File: config.mk
export PLATFORM = sky130hd
export DESIGN_NAME = fp_add_arbiter
export DESIGN_NICKNAME = d
export VERILOG_FILES = /design/src/rtl/fp_add_arbiter.sv
export SDC_FILE = /design/constraint.sdc
export NUM_CORES = 1
export LEC_CHECK = 0
export CAP_MARGIN = 25
export CORE_MARGIN = 4
export CORE_UTILIZATION = 44
export CTS_CLUSTER_SIZE = 28
export DETAILED_ROUTE_END_ITERATION = 6
export GPL_ROUTABILITY_DRIVEN = 1
export GPL_TIMING_DRIVEN = 0
export PLACE_DENSITY_LB_ADDON = 0.1
export SLEW_MARGIN = 20
export SYNTH_ARGS = -nofsm -noshare
export SYNTH_HDL_FRONTEND = slang
export SYNTH_SLANG_ARGS = --single-unit
File: constraint.sdc
create_clock -name clk -period 3.3 [get_ports clk]
set_input_delay 0.33 -clock clk [delete_from_list [all_inputs] [get_ports clk]]
set_output_delay 0.33 -clock clk [all_outputs]
set_load 0.05 [all_outputs]
File: src/rtl/fp_add_arbiter.sv
// Round-robin sequencer sharing one external half-precision adder between two clients.
// Optional FP_ARB_SUB_EN adds per-request subtract (sign-flip of operand b).
module fp_add_arbiter #(
  parameter int ADDER_LAT = 1
) (
  input  logic        clk,
  input  logic        rst_n,
  input  logic        req0_valid,
  output logic        req0_ready,
  input  logic [15:0] req0_a,
  input  logic [15:0] req0_b,
`ifdef FP_ARB_SUB_EN
  input  logic        req0_sub,
`endif
  output logic        rsp0_valid,
  input  logic        rsp0_ready,
  output logic [15:0] rsp0_sum,
  output logic        rsp0_ovf,
  input  logic        req1_valid,
  output logic        req1_ready,
  input  logic [15:0] req1_a,
  input  logic [15:0] req1_b,
`ifdef FP_ARB_SUB_EN
  input  logic        req1_sub,
`endif
  output logic        rsp1_valid,
  input  logic        rsp1_ready,
  output logic [15:0] rsp1_sum,
  output logic        rsp1_ovf,
  output logic [15:0] add_a,
  output logic [15:0] add_b,
  input  logic [15:0] add_sum,
  input  logic        add_ovf,
  output logic        busy,
  output logic        ovf_sticky,
  input  logic        ovf_clr
);

  typedef enum logic [1:0] {IDLE, WAIT, RESP} state_e;

  localparam logic [3:0] CNT0 = 4'(ADDER_LAT - 1);

  state_e      state_q, state_d;
  logic        prio_q, prio_d;
  logic        gid_q, gid_d;
  logic [3:0]  cnt_q, cnt_d;
  logic [15:0] add_a_q, add_a_d;
  logic [15:0] add_b_q, add_b_d;
  logic [15:0] sum0_q, sum0_d;
  logic [15:0] sum1_q, sum1_d;
  logic        ovf0_q, ovf0_d;
  logic        ovf1_q, ovf1_d;
  logic        stk_q, stk_d;
  logic        win1, any_v, sub_w, rsp_hs;
  logic [15:0] win_b;

  assign win1  = req1_valid & (~req0_valid | prio_q);
  assign any_v = req0_valid | req1_valid;
  assign win_b = win1 ? req1_b : req0_b;

`ifdef FP_ARB_SUB_EN
  assign sub_w = win1 ? req1_sub : req0_sub;
`else
  assign sub_w = 1'b0;
`endif

  assign rsp_hs = gid_q ? rsp1_ready : rsp0_ready;

  always_comb begin
    state_d    = state_q;
    prio_d     = prio_q;
    gid_d      = gid_q;
    cnt_d      = cnt_q;
    add_a_d    = add_a_q;
    add_b_d    = add_b_q;
    sum0_d     = sum0_q;
    sum1_d     = sum1_q;
    ovf0_d     = ovf0_q;
    ovf1_d     = ovf1_q;
    stk_d      = stk_q & ~ovf_clr;
    req0_ready = 1'b0;
    req1_ready = 1'b0;
    unique case (state_q)
      IDLE: begin
        if (any_v) begin
          req0_ready = ~win1;
          req1_ready = win1;
          add_a_d    = win1 ? req1_a : req0_a;
          add_b_d    = {win_b[15] ^ sub_w, win_b[14:0]};
          gid_d      = win1;
          cnt_d      = CNT0;
          state_d    = WAIT;
        end
      end
      WAIT: begin
        if (cnt_q == 4'd0) begin
          if (gid_q) begin
            sum1_d = add_sum;
            ovf1_d = add_ovf;
          end else begin
            sum0_d = add_sum;
            ovf0_d = add_ovf;
          end
          // a new overflow outranks a same-cycle clear
          if (add_ovf) stk_d = 1'b1;
          state_d = RESP;
        end else begin
          cnt_d = cnt_q - 4'd1;
        end
      end
      RESP: begin
        if (rsp_hs) begin
          prio_d  = ~gid_q;
          state_d = IDLE;
        end
      end
      default: state_d = IDLE;
    endcase
  end

  always_ff @(posedge clk) begin
    if (!rst_n) begin
      state_q <= IDLE;
      prio_q  <= 1'b0;
      gid_q   <= 1'b0;
      cnt_q   <= 4'd0;
      add_a_q <= 16'h0000;
      add_b_q <= 16'h0000;
      sum0_q  <= 16'h0000;
      sum1_q  <= 16'h0000;
      ovf0_q  <= 1'b0;
      ovf1_q  <= 1'b0;
      stk_q   <= 1'b0;
    end else begin
      state_q <= state_d;
      prio_q  <= prio_d;
      gid_q   <= gid_d;
      cnt_q   <= cnt_d;
      add_a_q <= add_a_d;
      add_b_q <= add_b_d;
      sum0_q  <= sum0_d;
      sum1_q  <= sum1_d;
      ovf0_q  <= ovf0_d;
      ovf1_q  <= ovf1_d;
      stk_q   <= stk_d;
    end
  end

  assign add_a      = add_a_q;
  assign add_b      = add_b_q;
  assign rsp0_sum   = sum0_q;
  assign rsp1_sum   = sum1_q;
  assign rsp0_ovf   = ovf0_q;
  assign rsp1_ovf   = ovf1_q;
  assign rsp0_valid = (state_q == RESP) & ~gid_q;
  assign rsp1_valid = (state_q == RESP) & gid_q;
  assign busy       = (state_q != IDLE);
  assign ovf_sticky = stk_q;

endmodule

-- Word level (Yosys, flattened, before mapping)
Cells that the tools add are included.
- add/sub/neg operators: 1
- equality and inequality tests: 6
- muxes and demuxes: 17
- bitwise gates (word level): 10
- reductions and logical operators: 10
- operators by type and width (operator ; number):
    $mux 16 ; 2
    $reduce_and 3->1 ; 4
    $mux 1 ; 8
    $mux 4 ; 2
    $ne 2x2->1 const B ; 4
    $pmux 4 s2 ; 1
    $mux 2 ; 3
    $pmux 2 s3 ; 1
    $and 1x1->1 ; 4
    $logic_not 4->1 ; 1
    $not 1->1 ; 4
    $reduce_and 2->1 ; 2
    $reduce_bool 2->1 ; 2
    $sub 4x1->4 const B ; 1
    $eq 2x1->1 const B ; 1
    $eq 2x2->1 const B ; 1
    $logic_not 2->1 ; 1
    $or 1x1->1 ; 2
- register bits: 75
- input bits: 88
- logic and storage cells: 55

-- Longest topological paths before layout
- depth after elaboration: 6
- gate-level depth with buffers: 7
- depth with buffers taken out: 5

-- Worst setup path after synthesis
No wires, ideal clock.
- path kind: input to output
- start point: input req1_valid
- end point: output req0_ready
- arrival time: 1458 ps
- setup slack: 1512 ps
- cell stages on the path: 4
- path buffers: 2
- cell sequence: buf_2 > a21boi_1 > buf_2 > and2_1
- longest elaborated chain between the ends: 4
- elaborated cells on any way between the ends: 5
- classes of those cells: 2 x mux; 3 x bitwise
- ends and longest elaborated chain (what ; RTL line ; RTL):
    from (decl) ; 19 ; input logic req1_valid,
    $and 1x1->1 ; 57 ; assign win1 = req1_valid & (~req0_valid | prio_q);
    $not 1->1 ; 86 ; req0_ready = ~win1;
    $mux 1 (*) ; 85 ; if (any_v) begin
    $mux 1 (*) ; 83 ; unique case (state_q)
    to (decl) ; 9 ; output logic req0_ready,
Every way passes the cells marked *; elsewhere a longest branch is shown, timed or not.

-- Final worst setup path
- start point: input req0_valid
- end point: output req1_ready
- longest elaborated chain between the ends: 5
- elaborated cells on any way between the ends: 6
- classes of those cells: 2 x mux; 4 x bitwise
- ends and longest elaborated chain (what ; RTL line ; RTL):
    from (decl) ; 8 ; input logic req0_valid,
    $not 1->1 ; 57 ;
    $or 1x1->1 ; 57 ;
    $and 1x1->1 ; 57 ;
    $mux 1 (*) ; 85 ;
    $mux 1 (*) ; 83 ;
    to (decl) ; 20 ; output logic req1_ready,
Marks and branches as above.

==> key figures <==
GRT
  – GR Util All Layers: 23.7%
  – Largest net degree at the start of global routing: 15
  – Initial antenna violation count: 0
  – Vias in the first global route: 3,604
  – Gr ovfl total: 0
  – First-pass GRT wire length: 17.1 mm

Clock network
  – Clock sink count: 75
  – H-Tree Level Count: 3
  – CTS root buffer: clkbuf_8
  – Insertion delay to the later sink of the worst-skew pair: 0.35 ns
  – Setup Fix Bufs, Post-CTS: 0
  – Hold-fix buffers, CTS: 0
  – Clk pin slew, worst setup/hold paths: approximately 0.080 ns
  – Post-cts sizing count: 0
  – CTS Buffer Depth: 2
  – CTS tree: yes
  – TritonCTS Buffers: 9

STA
  – Actual slew at the worst max-slew pin: 0.549 ns
  – Final setup margin: 0.195 ns
  – Final Skew: 0.00641 ns
  – Final worst path period share: 94.1%
  – Final Hold Fails: 0
  – Max Freq: 322 MHz
  – Pins Over Slew Limit: 0
  – Max_slew headroom: 63.3%
  – Setup violations, final: 0
  – RSZ-0062 raised after global routing: false
  – Setup TNS: 0 ns
  – Clock period minus worst slack: 3.11 ns

Power
  – Power per cell area: 506 nW/µm²
  – Peak supply drop: approximately 330 µV
  – Leak pwr: roughly 2.2 nW

Synthesis
  – Synth Area in Adders: 0.736%
  – Post-synthesis sequential area ratio: 44.2%
  – Synth top area share: 44.2%
  – Synth warnings: 0
  – Main combinational cell family by area after synthesis: compound AO/OA/AOI/OAI gates
  – Synth Cell Area: 3400 µm²
  – Synthesized flop and latch total: 75
  – Post-synth top area cell: dfxtp_1
  – Simple-Gate Fraction of Synth Area: 18.1%
  – Top cells by area, synth: dfxtp_1 44%, mux2i_1 10%, nand2_1 5.9%
  – Asr flop ratio synth: 0%
  – Synth cell types: 39
  – Post-Syn Instances: between 300 and 400
  – Mapped Avg Cell Area: 9.02 µm²
  – Multiplexer share of the synthesized area: around a tenth
  – Syn Nets: 467
  – Complex-gate fraction of the synthesized area: a little over a fifth
  – Top_reg_cell synth: dfxtp_1
  – Post-Synth XOR/XNOR Area: 0%
  – Post-synth EDFFs: 0

Setup path
  – Largest stage delay on the critical path: 0.80 ns
  – Reg2Reg Setup Slack: between 1.5 and 2 ns
  – Worst r2r path cells: 7
  – Crit-path max FO: 10
  – Crit Path Category: in -> out
  – Worst EP required: 2.97 ns
  – CP top delay family: buffers and inverters
  – Crit path launch: req0_valid
  – CP arrival: 2.78 ns
  – CP Buf/Inv Count: 5
  – Startpoint types: primary input
  – Most common cell on crit path: clkdlybuf4s50_1
  – Cell Chain, Critical Path: clkdlybuf4s50_1, nand2b_1, buf_2, clkbuf_1, nand3_1, inv_1, clkdlybuf4s50_1
  – FF-to-FF Start: cnt_q[0]$_SDFFE_PN0P_
  – CP endpoint kind: output pin
  – CP max-delay cell: clkdlybuf4s50_1
  – R2R Path End: rsp1_sum[7]$_SDFFE_PN0P_

Drt
  – Via-per-instance ratio: 5.46
  – Final WL: 10.9 mm
  – Final ANT Viol Nets: 0
  – DRC: 0
  – First DRT Iteration DRCs: about 160
  – Vias: 3,543
  – WL/cell: 16.8 µm
  – Detailed-router iteration count before antenna repair: 4

Place
  – DP Area: slightly above 5000 µm²
  – Number of instances in the placed design: 633
  – Placer Congestion: between 0.7 and 0.8
  – HPWL Detailed: 8.16 mm
  – Port bufs: roughly 160
  – Pre-CTS setup slack: 0.229 ns

Floorplanning
  – # rows: 31
  – Full die area: 9200 µm²
  – Io pins: 160
  – DIE WIDTH: 95.9 µm
  – CORE AREA: roughly 7400 µm²
  – Die Ht: 95.9 µm
  – Starting density of the core: a little under half

Min path
  – Hold Crit Class: in -> reg
  – WHS Path Cells: 3
  – Hold path endpoint: rsp0_ovf$_SDFFE_PN0P_
  – Critical hold path startpoint: rst_n

Final layout
  – Fin area: 5310 µm²
  – Post-layout nets: 635
  – Most frequent cells in the layout: 157 x clkdlybuf4s50_1, 75 x dfxtp_1, 53 x nand2_1
  – Synth-to-Final Area Change: 56.1%
  – Non-filler cells, final: 649
  – Proportion of layout cells with a drive suffix above 1: 5.45%
  – Most common cell after layout, fill and taps aside: clkdlybuf4s50_1
  – N_diodes: 0

Flow run
  – Maxcap violations: 0

Status
  – Status: complete, no violations
layer usage:
metal | share of wire (%) | up-vias | global-route usage [%]
met5 | 0 | - | 0
met2 | 48 | 157 | 39.3
li1 | - | 1706 | -
met3 | 9.8 | 26 | 7.74
met4 | 2.5 | 0 | 8.18
met1 | 40 | 1654 | 28.7
area by class of cell:
class / count / area [µm²]
plain buffers: 35 / 150
clock buffers: 10 / 138
clock inverters: 6 / 72.6
fillers: 611 / 2060
inverters: 9 / 33.8
multi-input cells: 258 / 1710
flip-flops and latches: 75 / 1500
well taps: 99 / 124
repair buffers: 157 / 1570
worst max-delay path by stage:
stage          cells past startpoint          to  slack, ns
2_1_floorplan                      4  req0_ready       1.51
3_3_place_gp                       7  req1_ready       0.27
3_5_place_dp                       7  req1_ready       0.23
4_1_cts                            7  req1_ready       0.21
5_1_grt                            7  req1_ready       0.05
6_report                           7  req1_ready       0.19
cells in the mapped netlist (3+ instances only):
cell type	number
or4_1	3
o21ai_0	17
a21boi_0	18
mux2i_1	35
clkbuf_1	27
nor2_1	3
o21bai_1	18
nand4_1	14
nand2_1	53
a31oi_1	14
buf_2	6
o311a_1	18
and3_1	19
dfxtp_1	75
nand3_1	16
a21oi_1	5
inv_1	8
cell families after synthesis:
logic type / Yosys count
compound gates: 99
fa+ha+maj: 2
buf+inv: 44
flops: 75
mux: 35
simple gates: 122
per-stage QoR:
step / hold slack, ns / util (%) / total power, mW
3_3_place_gp: 0.445 / 69.1 / 1.95
6_report: 0.389 / 72.0 / 2.68
5_1_grt: 0.458 / 72.0 / 2.80
4_1_cts: 0.386 / 72.0 / 2.70
2_1_floorplan: 0.466 / - / 1.61
3_5_place_dp: 0.453 / 69.1 / 1.96
power by group:
part	internal [mW]	switching (mW)	total [mW]
Sequential	0.986	0.0452	1.03
Clock	0.376	0.363	0.739
Combinational	0.355	0.558	0.913
sequential cells by signal (all words and copies together) (netlist names):
signal / count
rsp1_sum: 16
ovf_sticky: 1
state_q: 2
add_a: 16
rsp1_ovf: 1
rsp0_sum: 16
gid_q: 1
rsp0_ovf: 1
add_b: 16
prio_q: 1
cnt_q: 4
worst reg2reg max path, delay by kind of cell (launching register included):
| family | cells | cell delay (ns) |
|---|---|---|
| mux | 1 | 0.23 |
| buf+inv | 3 | 0.57 |
| simple gates | 2 | 0.34 |
| fa+ha+maj | 1 | 0.21 |
| flops | 1 | 0.36 |
No activity file was read; power rests on OpenSTA's default activity.
